**src/rtl/dmem_pkg.sv**
```systemverilog
// Shared definitions for the data-memory arbiter: default widths and read-owner encoding.
package dmem_pkg;

  localparam int DMEM_ADDR_W = 12;
  localparam int DMEM_DATA_W = 32;

  typedef enum logic [1:0] {
    OWN_NONE = 2'd0,
    OWN_CPU  = 2'd1,
    OWN_LDR  = 2'd2
  } owner_e;

endpackage

```
**src/rtl/dmem_arb_prio.sv**
```systemverilog
// Priority and starvation logic: CPU wins by default, loader wins once it has lost MAX_WAIT cycles in a row.
module dmem_arb_prio import dmem_pkg::*; #(
  parameter int MAX_WAIT = 4
) (
  input  logic Clk,
  input  logic Rst_n,
  input  logic CpuReq,
  input  logic LdrReq,
  output logic CpuGnt,
  output logic LdrGnt
);

  logic [7:0] waitCnt;
  logic       ldrWins;

  // Grants are gated by reset so nothing reaches the BRAM while Rst_n is low
  always_comb begin
    ldrWins = LdrReq & (~CpuReq | (waitCnt == 8'(MAX_WAIT)));
    LdrGnt  = Rst_n & ldrWins;
    CpuGnt  = Rst_n & CpuReq & ~ldrWins;
  end

  always_ff @(posedge Clk) begin
    if (!Rst_n) begin
      waitCnt <= '0;
    end else if (LdrGnt || !LdrReq) begin
      waitCnt <= '0;
    end else if (waitCnt != 8'(MAX_WAIT)) begin
      waitCnt <= waitCnt + 8'd1;
    end
  end

endmodule

```
**src/rtl/dmem_arbiter.sv**
```systemverilog
// Shares the single-port data BRAM between the CPU and the loader port.
// Optional access/conflict counters are built when DMEM_ARB_STATS_EN is defined.
module dmem_arbiter import dmem_pkg::*; #(
  parameter int ADDR_W   = DMEM_ADDR_W,
  parameter int DATA_W   = DMEM_DATA_W,
  parameter int MAX_WAIT = 4
) (
  input  logic              Clk,
  input  logic              Rst_n,
  input  logic              CpuReq,
  input  logic              CpuWe,
  input  logic [ADDR_W-1:0] CpuAddr,
  input  logic [DATA_W-1:0] CpuDin,
  output logic              CpuGnt,
  output logic              CpuStall,
  output logic              CpuRdValid,
  output logic [DATA_W-1:0] CpuDout,
  input  logic              LdrReq,
  input  logic              LdrWe,
  input  logic [ADDR_W-1:0] LdrAddr,
  input  logic [DATA_W-1:0] LdrDin,
  output logic              LdrGnt,
  output logic              LdrRdValid,
  output logic [DATA_W-1:0] LdrDout,
`ifdef DMEM_ARB_STATS_EN
  output logic [15:0]       CpuAccCnt,
  output logic [15:0]       LdrAccCnt,
  output logic [15:0]       ConflictCnt,
`endif
  output logic              MemEna,
  output logic              MemWea,
  output logic [ADDR_W-1:0] MemAddr,
  output logic [DATA_W-1:0] MemDin,
  input  logic [DATA_W-1:0] MemDout
);

  owner_e owner;

  dmem_arb_prio #(.MAX_WAIT(MAX_WAIT)) uPrio (
    .Clk    (Clk),
    .Rst_n  (Rst_n),
    .CpuReq (CpuReq),
    .LdrReq (LdrReq),
    .CpuGnt (CpuGnt),
    .LdrGnt (LdrGnt)
  );

  // With no grant the CPU side stays on the address/data bus so it never floats
  always_comb begin
    MemEna   = CpuGnt | LdrGnt;
    MemWea   = (CpuGnt & CpuWe) | (LdrGnt & LdrWe);
    MemAddr  = LdrGnt ? LdrAddr : CpuAddr;
    MemDin   = LdrGnt ? LdrDin  : CpuDin;
    CpuStall = CpuReq & ~CpuGnt;
  end

  always_ff @(posedge Clk) begin
    if (!Rst_n) begin
      owner <= OWN_NONE;
    end else if (CpuGnt && !CpuWe) begin
      owner <= OWN_CPU;
    end else if (LdrGnt && !LdrWe) begin
      owner <= OWN_LDR;
    end else begin
      owner <= OWN_NONE;
    end
  end

  assign CpuRdValid = (owner == OWN_CPU);
  assign LdrRdValid = (owner == OWN_LDR);
  assign CpuDout    = MemDout;
  assign LdrDout    = MemDout;

`ifdef DMEM_ARB_STATS_EN
  // Counters wrap naturally at 16 bits
  always_ff @(posedge Clk) begin
    if (!Rst_n) begin
      CpuAccCnt   <= '0;
      LdrAccCnt   <= '0;
      ConflictCnt <= '0;
    end else begin
      if (CpuGnt)           CpuAccCnt   <= CpuAccCnt + 16'd1;
      if (LdrGnt)           LdrAccCnt   <= LdrAccCnt + 16'd1;
      if (CpuReq && LdrReq) ConflictCnt <= ConflictCnt + 16'd1;
    end
  end
`endif

endmodule

```
**config.mk**
```make
export PLATFORM = sky130hd
export DESIGN_NAME = dmem_arbiter
export DESIGN_NICKNAME = d
export VERILOG_FILES = /design/src/rtl/dmem_pkg.sv /design/src/rtl/dmem_arb_prio.sv /design/src/rtl/dmem_arbiter.sv
export SDC_FILE = /design/constraint.sdc
export NUM_CORES = 1
export LEC_CHECK = 0
export BUFFER_PORTS_ARGS = -buffer_cell sky130_fd_sc_hd__buf_2
export CAP_MARGIN = 20
export CORE_AREA = 2 2 93 95
export CTS_BUF_LIST = sky130_fd_sc_hd__clkbuf_4 sky130_fd_sc_hd__clkbuf_8
export CTS_CLUSTER_DIAMETER = 120
export DETAILED_ROUTE_END_ITERATION = 8
export DIE_AREA = 0 0 95 97
export PLACE_DENSITY = 0.58
export RECOVER_POWER = 25
export SLEW_MARGIN = 20
export SYNTH_ARGS = -nofsm -noshare
export SYNTH_HDL_FRONTEND = slang
export SYNTH_SLANG_ARGS = --single-unit
```
**constraint.sdc**
```tcl
create_clock -name Clk -period 1.9 [get_ports Clk]
set_input_delay 0.285 -clock Clk [delete_from_list [all_inputs] [get_ports Clk]]
set_output_delay 0.285 -clock Clk [all_outputs]
set_load 0.02 [all_outputs]
```
# ---- Word level (Yosys, flattened, before mapping)
# Cells that the tools add are included.
dict set report word_totals {
  register_bits 10
  inputBits 126
  out_inout_bits 115
}
dict set report op_classes {
  addsub 1
  eq_ne 4
  mux 4
  n_bitwise 14
  reduce_logical 8
}
# op count
set op_table {}
lappend op_table {{two-way mux 32 bit} 1}
lappend op_table {{two-way mux 12 bit} 1}
lappend op_table {{adder 8 x 1 -> 8 bit, second input constant} 1}
lappend op_table {{equality test 8 x 3 -> 1 bit, second input constant} 1}
lappend op_table {{!= test 8 x 3 -> 1 bit, second input constant} 1}
lappend op_table {{bitwise AND 1 bit} 7}
lappend op_table {{inverter 1 bit} 4}
lappend op_table {{OR reduction 2 bit} 2}
lappend op_table {{zero test 1 bit} 3}
lappend op_table {{bitwise OR 1 bit} 3}
lappend op_table {{equality test 2 x 1 -> 1 bit, second input constant} 1}
lappend op_table {{equality test 2 bit, second input constant} 1}
lappend op_table {{logical AND 1 bit} 2}
lappend op_table {{two-way mux 2 bit} 1}
lappend op_table {{logical OR 1 bit} 1}
lappend op_table {{two-way mux 1 bit} 1}

# ---- Depth between registers and ports, before layout
# Gate-level depths: netlist (run 1).
dict set report depth {
  word_depth 7
  depth_mapped 9
  depth_no_buf 7
}

# ---- Hierarchy
# A second synthesis (run 1) with hierarchy kept.
dict set report hier_totals {
  cells_unflattened 171
  area_unflattened_um2 1612.8
}
# module instances cells_each area_each_um2
set modules_own_cells {}
lappend modules_own_cells {dmem_arbiter 1 124 1222.4}
lappend modules_own_cells {dmem_arb_prio 1 47 390.4}

# ---- Least setup slack after synthesis (run 1)
# Ideal clock, no wire load.
dict set report synth_timing {
  kind {flip-flop to output port}
  from {reg uPrio.waitCnt[0]}
  to {out MemWea}
  t_arrival_ps 1902
  required_ps 1615
  setup_slack_ps -287
  path_stages_with_launch 10
  n_path_buf 2
  cell_sequence {dfxtp_1 > inv_1 > ha_1 > nand4bb_1 > o41a_1 > or2_1 > buf_6 > buf_12 > inv_1 > a22o_1}
}
# element line_no
set synth_lines {}
lappend synth_lines {{from (decl)} dmem_arb_prio.sv:13} ;# logic [7:0] waitCnt;
lappend synth_lines {{from (signal assigned)} dmem_arb_prio.sv:29} ;# waitCnt <= waitCnt + 8'd1;
lappend synth_lines {{equality test 8 x 3 -> 1 bit} dmem_arb_prio.sv:18} ;# ldrWins = LdrReq & (~CpuReq | (waitCnt == 8'(MAX_WAIT)));
lappend synth_lines {{bitwise OR 1 bit} dmem_arb_prio.sv:18}
lappend synth_lines {{bitwise AND 1 bit} dmem_arb_prio.sv:18}
lappend synth_lines {{bitwise AND 1 bit} dmem_arb_prio.sv:19} ;# LdrGnt = Rst_n & ldrWins;
lappend synth_lines {{net LdrGnt} dmem_arbiter.sv:22} ;# output logic LdrGnt,
lappend synth_lines {{bitwise AND 1 bit} dmem_arbiter.sv:51} ;# MemWea = (CpuGnt & CpuWe) | (LdrGnt & LdrWe);
lappend synth_lines {{bitwise OR 1 bit} dmem_arbiter.sv:51}
lappend synth_lines {{to (decl)} dmem_arbiter.sv:31} ;# output logic MemWea,
# The timed path passes the listed nets, and every way through them passes these cells.

# ---- Final worst setup path (run 1)
dict set report layout_timing {
  from {reg uPrio.waitCnt[0]}
  to {out MemDin[11]}
}
dict set report layout_between {
  elab_chain_len 5
}
# element line_no
set layout_lines {}
lappend layout_lines {{equality test 8 x 3 -> 1 bit} dmem_arb_prio.sv:18}
lappend layout_lines {{bitwise OR 1 bit} dmem_arb_prio.sv:18}
lappend layout_lines {{bitwise AND 1 bit} dmem_arb_prio.sv:18}
lappend layout_lines {{bitwise AND 1 bit} dmem_arb_prio.sv:19}
lappend layout_lines {{two-way mux 32 bit} dmem_arbiter.sv:53} ;# MemDin = LdrGnt ? LdrDin : CpuDin;
lappend layout_lines {{to (decl)} dmem_arbiter.sv:33} ;# output logic [DATA_W-1:0] MemDin,
# Every way passes these cells.

==> results_dict.tcl, run 1 <==
set metrics [dict create \
    use_met1 0.08665 \
    portBuffers 144 \
    start_util 0.2044 \
    critical_path_class "reg -> out" \
    leakagePower_uw 0.001277 \
    yosysTopAreaCell "mux2_4" \
    crit_path_start_kind "flop" \
    yosys_most_used_dff "dfxtp_1" \
    post-cts-setup-buffers 0 \
    clkTransAtPathRegs_ns 0.05 \
    root_buffer "clkbuf_8" \
    die_h_um 97 \
    p_total_uw 982.0 \
    ys_ff_latch 10 \
    fin_cells 358 \
    syn_nets 293 \
    crit_fanout 25 \
    grt_first_pass_wirelength_mm 6.375 \
    numCtsBuffers 3 \
    arrival_ns 2.15 \
    worst_pin_slew_ns 0.3500 \
    htree_levels 1 \
    grt_usage 0.08881 \
    reg2reg_slack_ns 0.35 \
    drc 0 \
    required_ns 1.62 \
    core_area_sq_um 8134 \
    post-synth-top-area-fraction 0.3431 \
    use_met2 0.1522 \
    status "finished with violations" \
    finalWeightedCongestion 0.8016 \
    setup_viol_count_final 46 \
    cts_sinks 10 \
    fin_skew_ns 0.0009154 \
    drtPass1Iterations 3 \
    power.density_nw_per_um2 423.8 \
    cts_hold_buffers 0 \
    fmax_mhz 410.5 \
    setup_ws_ns -0.5358 \
    gr-max-usage-layer "met2" \
    rows 33 \
    drv_cap 0 \
    wire_per_inst_um 13.09 \
    final_max_slew_viol_count 0 \
    peakVddDrop_mv 0.3471 \
    relSlewSlack 0.7660 \
    dieArea_sq_um 9215 \
    critPathCaptureType "output pin" \
    layout_min_cycle_time_ns 2.436 \
    avgSynthCellArea_sq_um 10.08 \
    holdCritPathClass "in -> reg" \
    dp.cells 353 \
    synth_edf_count 0 \
    diodes 0 \
    antenna_found_initial 0 \
    grtUsageMet3 0.05296 \
    synth_cell_types 23 \
    layout-drive-gt1-share 0.8103 \
    hold_viol 0 \
    async_flop_share 0 \
    fp.dieW_um 95 \
    synth_area_leaders "mux2_4 34%, buf_4 29%, dfxtp_1 12%" \
    synth_seq_area_share 0.1204 \
    grt_overflow_total 0 \
    netlist_instances 165 \
    ant_nets 0 \
    vias_per_cell 3.872 \
    nets 382 \
    dp_hpwl_mm 3.817 \
    area_growth_pct 39.35 \
    synth_common_cells "64 x buf_4, 38 x mux2_4, 10 x dfxtp_1, 10 x nor2_1, 6 x mux2_2" \
    synth.most_common_cell "buf_4" \
    grt_pass1_vias 1367 \
    drt-initial-drc-count 11 \
    clkLatencyLatePin_ns 0.24 \
    synth_warnings 0 \
    wl_mm 4.687 \
    rsz0062_at_grt "true" \
    clockBufferDepth 2 \
    grt_start_max_net_pins 26 \
    cts_tree "done" \
    io_pins 241 \
    vias 1386 \
    violations "setup timing" \
    synth_area_sq_um 1663 \
    timing.final.crit_share 1.282 \
]
## flip-flops by register name, summed over array words and instances (netlist names)
register / cells
uPrio.waitCnt: 8
owner: 2
## stage by stage
| step | setup WS [ns] | setup TNS [ns] | instance area [sq um] | hold WS, ns | util |
|---|---|---|---|---|---|
| floorplan | -0.1752 | -6.938 | 1677 | 0.3566 | - |
| global placement | -0.3589 | -14.74 | 2042 | 0.4749 | 0.2510 |
| detailed placement | -0.3674 | -15.12 | 2042 | 0.4722 | 0.2510 |
| CTS | -0.5580 | -24.05 | 2196 | 0.2141 | 0.2700 |
| global route | -0.6055 | -26.15 | 2317 | 0.2318 | 0.2849 |
| finish | -0.5358 | -22.82 | 2317 | 0.2218 | 0.2849 |
## critical path: stages, from the launching register on
cell	delay [ns]
dfxtp_2	0.31
inv_1	0.05
ha_1	0.13
nand4bb_1	0.12
o41a_1	0.34
or2_4	0.29
buf_12	0.19
mux2_4	0.31
buf_2	0.16
## logic make-up (layout without fill, tap and decap cells)
logic type      count (synthesis)  after routing  synth area share
simple gates                   26             26           0.07675
flops                          10             10            0.1204
xor+xnor                        6              6           0.03160
compound gates                  4              4           0.01956
fa+ha+maj                       2              2           0.01505
mux                            44             44            0.3837
buf+inv                        73            161            0.3529
## worst paths after layout
path,startpoint,endpoint,cells after the start
worst max-delay path,uPrio.waitCnt[0],MemDin[11],8
worst max register to register,uPrio.waitCnt[0],owner[1],7
worst min register to register,uPrio.waitCnt[0],uPrio.waitCnt[0],2
worst min-delay path,LdrWe,owner[1],2
## where the power goes
| group | internal, uW | leakage (uW) | switching [uW] | total, uW |
|---|---|---|---|---|
| logic | 281 | 0.00117 | 212 | 494 |
| clock network | 183 | 0.0000288 | 91.7 | 275 |
| registers | 213 | 0.0000813 | 1.07 | 214 |
| total | 677 | 0.00128 | 305 | 982 |
## cell usage in the layout, fill, tap and decap left out, drive strengths merged
master	count
nor2b	4
inv	3
o21a	1
a22o	1
nand2	4
buf	153
nor2	10
nor4	1
nand3	3
nor3	1
a21oi	1
xor2	2
nand4bb	1
o41a	1
and3	1
ha	2
clkbuf	4
clkinvlp	1
mux2	44
or2	1
xnor2	4
dfxtp	10
## what timing repair did
action | 4_1_cts | 5_1_grt
pin swaps | 1 | 0
cloned | 1 | 0
resized for setup | 24 | 39
endpoints found under the setup margin | 46 | 47
## area by class of cell
type                    count  area (sq um)
flip-flops and latches     10         201.4
repair buffers            153          1023
fillers                   866          5817
multi-input cells          82         887.1
clock buffers               4         55.05
well taps                 105         131.4
inverters                   4         18.77
## layer usage
| metal | wire length (um) | share of wire | up-vias |
|---|---|---|---|
| met5 | 0 | 0 | - |
| met4 | 58 | 0.012 | 0 |
| met3 | 735 | 0.16 | 6 |
| met2 | 2227 | 0.48 | 120 |
| met1 | 1665 | 0.36 | 594 |
| li1 | - | - | 666 |
Power figures use the tool's default switching activity.
==> inputs of run 2 (changes only) <==
--- a/config.mk
+++ b/config.mk
@@ -8,7 +8,7 @@
 export BUFFER_PORTS_ARGS = -buffer_cell sky130_fd_sc_hd__buf_2
 export CAP_MARGIN = 20
 export CORE_AREA = 2 2 93 95
-export CTS_BUF_LIST = sky130_fd_sc_hd__clkbuf_4 sky130_fd_sc_hd__clkbuf_8
+export CTS_BUF_LIST = sky130_fd_sc_hd__clkbuf_4
 export CTS_CLUSTER_DIAMETER = 120
 export DETAILED_ROUTE_END_ITERATION = 8
 export DIE_AREA = 0 0 95 97
==> constraint.sdc (replaced) <==
create_clock -name Clk -period 2.2 [get_ports Clk]
set_input_delay 0.33 -clock Clk [delete_from_list [all_inputs] [get_ports Clk]]
set_output_delay 0.33 -clock Clk [all_outputs]
set_load 0.02 [all_outputs]
==> results_dict.tcl, run 2 (synthesis results as in run 1) <==
set metrics [dict create \
    grt_first_pass_wirelength_mm 5.837 \
    wl_met1_mm 1.592 \
    crit_fanout 25 \
    grt_start_max_net_pins 26 \
    fillers 878 \
    rows 33 \
    cts_sinks 10 \
    clkLatencyLatePin_ns 0.26 \
    wire_per_inst_um 12.28 \
    relSlewSlack 0.7861 \
    layout_min_cycle_time_ns 2.512 \
    cts_tree "done" \
    arrival_ns 2.18 \
    wl_mm 4.372 \
    drc 0 \
    peakVddDrop_mv 0.3081 \
    final_max_slew_viol_count 0 \
    start_util 0.2044 \
    area_growth_pct 33.94 \
    fin_util 0.2738 \
    fin_skew_ns 0.007020 \
    critical_path_class "reg -> out" \
    fp.dieW_um 95 \
    layout-drive-gt1-share 0.8088 \
    core_area_sq_um 8134 \
    dieArea_sq_um 9215 \
    vias_per_cell 3.860 \
    diodes 0 \
    htree_levels 1 \
    setup_ws_ns -0.3116 \
    pre_cts_slack_ns -0.1150 \
    leakagePower_uw 0.001247 \
    fin_tns_setup_ns -12.73 \
    portBuffers 144 \
    vias 1374 \
    clkTransAtPathRegs_ns 0.06 \
    crit_path_start_kind "flop" \
    antenna_found_initial 0 \
    grt_pass1_vias 1284 \
    finalWeightedCongestion 0.7185 \
    holdCritPathClass "in -> reg" \
    largest_reg_flops 8 \
    p_total_uw 715.9 \
    reg.largest.list "uPrio.waitCnt (8), owner (2)" \
    clockBufferDepth 2 \
    grt_overflow_total 0 \
    wl_met2_mm 2.101 \
    nets 381 \
    timing.final.crit_share 1.142 \
    ant_nets 0 \
    required_ns 1.87 \
    critPathCaptureType "output pin" \
    power.density_nw_per_um2 321.4 \
    drtPass1Iterations 3 \
    final_common_cell "buf_2" \
    worst_pin_slew_ns 0.3208 \
    reg2reg_slack_ns 0.61 \
    rsz0062_at_grt "true" \
    fmax_mhz 398.2 \
    regMostFlops "uPrio.waitCnt" \
    mostFrequentLayoutCells "116 x buf_2, 38 x mux2_4, 25 x buf_6" \
    die_h_um 97 \
    grt_usage 0.07822 \
    dp_hpwl_mm 3.689 \
    drv_cap 0 \
    setup_viol_count_final 46 \
    numCtsBuffers 3 \
    status "finished with violations" \
    hold_viol 0 \
    violations "setup timing" \
    top_layer "met4" \
    cts_hold_buffers 0 \
    root_buffer "clkbuf_4" \
    routed-wl-met3_um 674 \
    drt-initial-drc-count 10 \
    io_pins 241 \
]
run 2: cell types whose count changed in the layout (fill, tap and decap cells not counted), sizes merged:
cell and delta:
inv +1, clkinvlp -1, buf -1, clkbuf -1
run 2: stage by stage:
step	hold WS (ns)	std cells	cell area, sq um
3_5_place_dp	0.5097	353	2037
4_1_cts	0.2503	356	2112
5_1_grt	0.2470	356	2227
3_3_place_gp	0.5106	353	2037
6_report	0.2616	356	2227
2_1_floorplan	0.4016	165	1672
run 2: metal layers:
metal  vias up  global-route usage
met5         -                   0
met2       128              0.1397
met3         2             0.04751
met4         0            0.006689
li1        655                   -
met1       589             0.08017
run 2: area by class of cell:
class                      count  area [sq um]  area share
clock buffer                   3         22.52     0.01011
inverter                       4         15.01    0.006742
multi-input combinational     82         887.1      0.3983
sequential                    10         201.4     0.09045
tap                          105         131.4     0.05899
timing repair buffer         152         969.7      0.4354
run 2: timing repair:
item / CTS / global route
resized for setup: 19 / 37
gates cloned: 0 / 0
setup endpoints to repair: 46 / 46
setup buffers: 0 / 0
run 2: worst max-delay path, stage by stage, from the launching register on:
cell and delay, ns:
dfxtp_2 0.32, inv_1 0.05, ha_1 0.13, nand4bb_1 0.13, o41a_1 0.35, or2_4 0.29
buf_12 0.18, mux2_2 0.31, buf_2 0.16
run 2: report_power, final:
part | leakage [uW] | switching, uW | internal, uW
Clock | 0.0000138 | 55.7 | 62.8
Sequential | 0.0000814 | 0.895 | 183
Combinational | 0.00115 | 180 | 233
run 2: worst paths after layout:
| kind | start | to | cells after the start |
|---|---|---|---|
| max | uPrio.waitCnt[1] | MemAddr[2] | 8 |
| min | CpuWe | owner[0] | 2 |
| max reg2reg | uPrio.waitCnt[1] | owner[1] | 7 |
| min reg2reg | uPrio.waitCnt[0] | uPrio.waitCnt[0] | 2 |
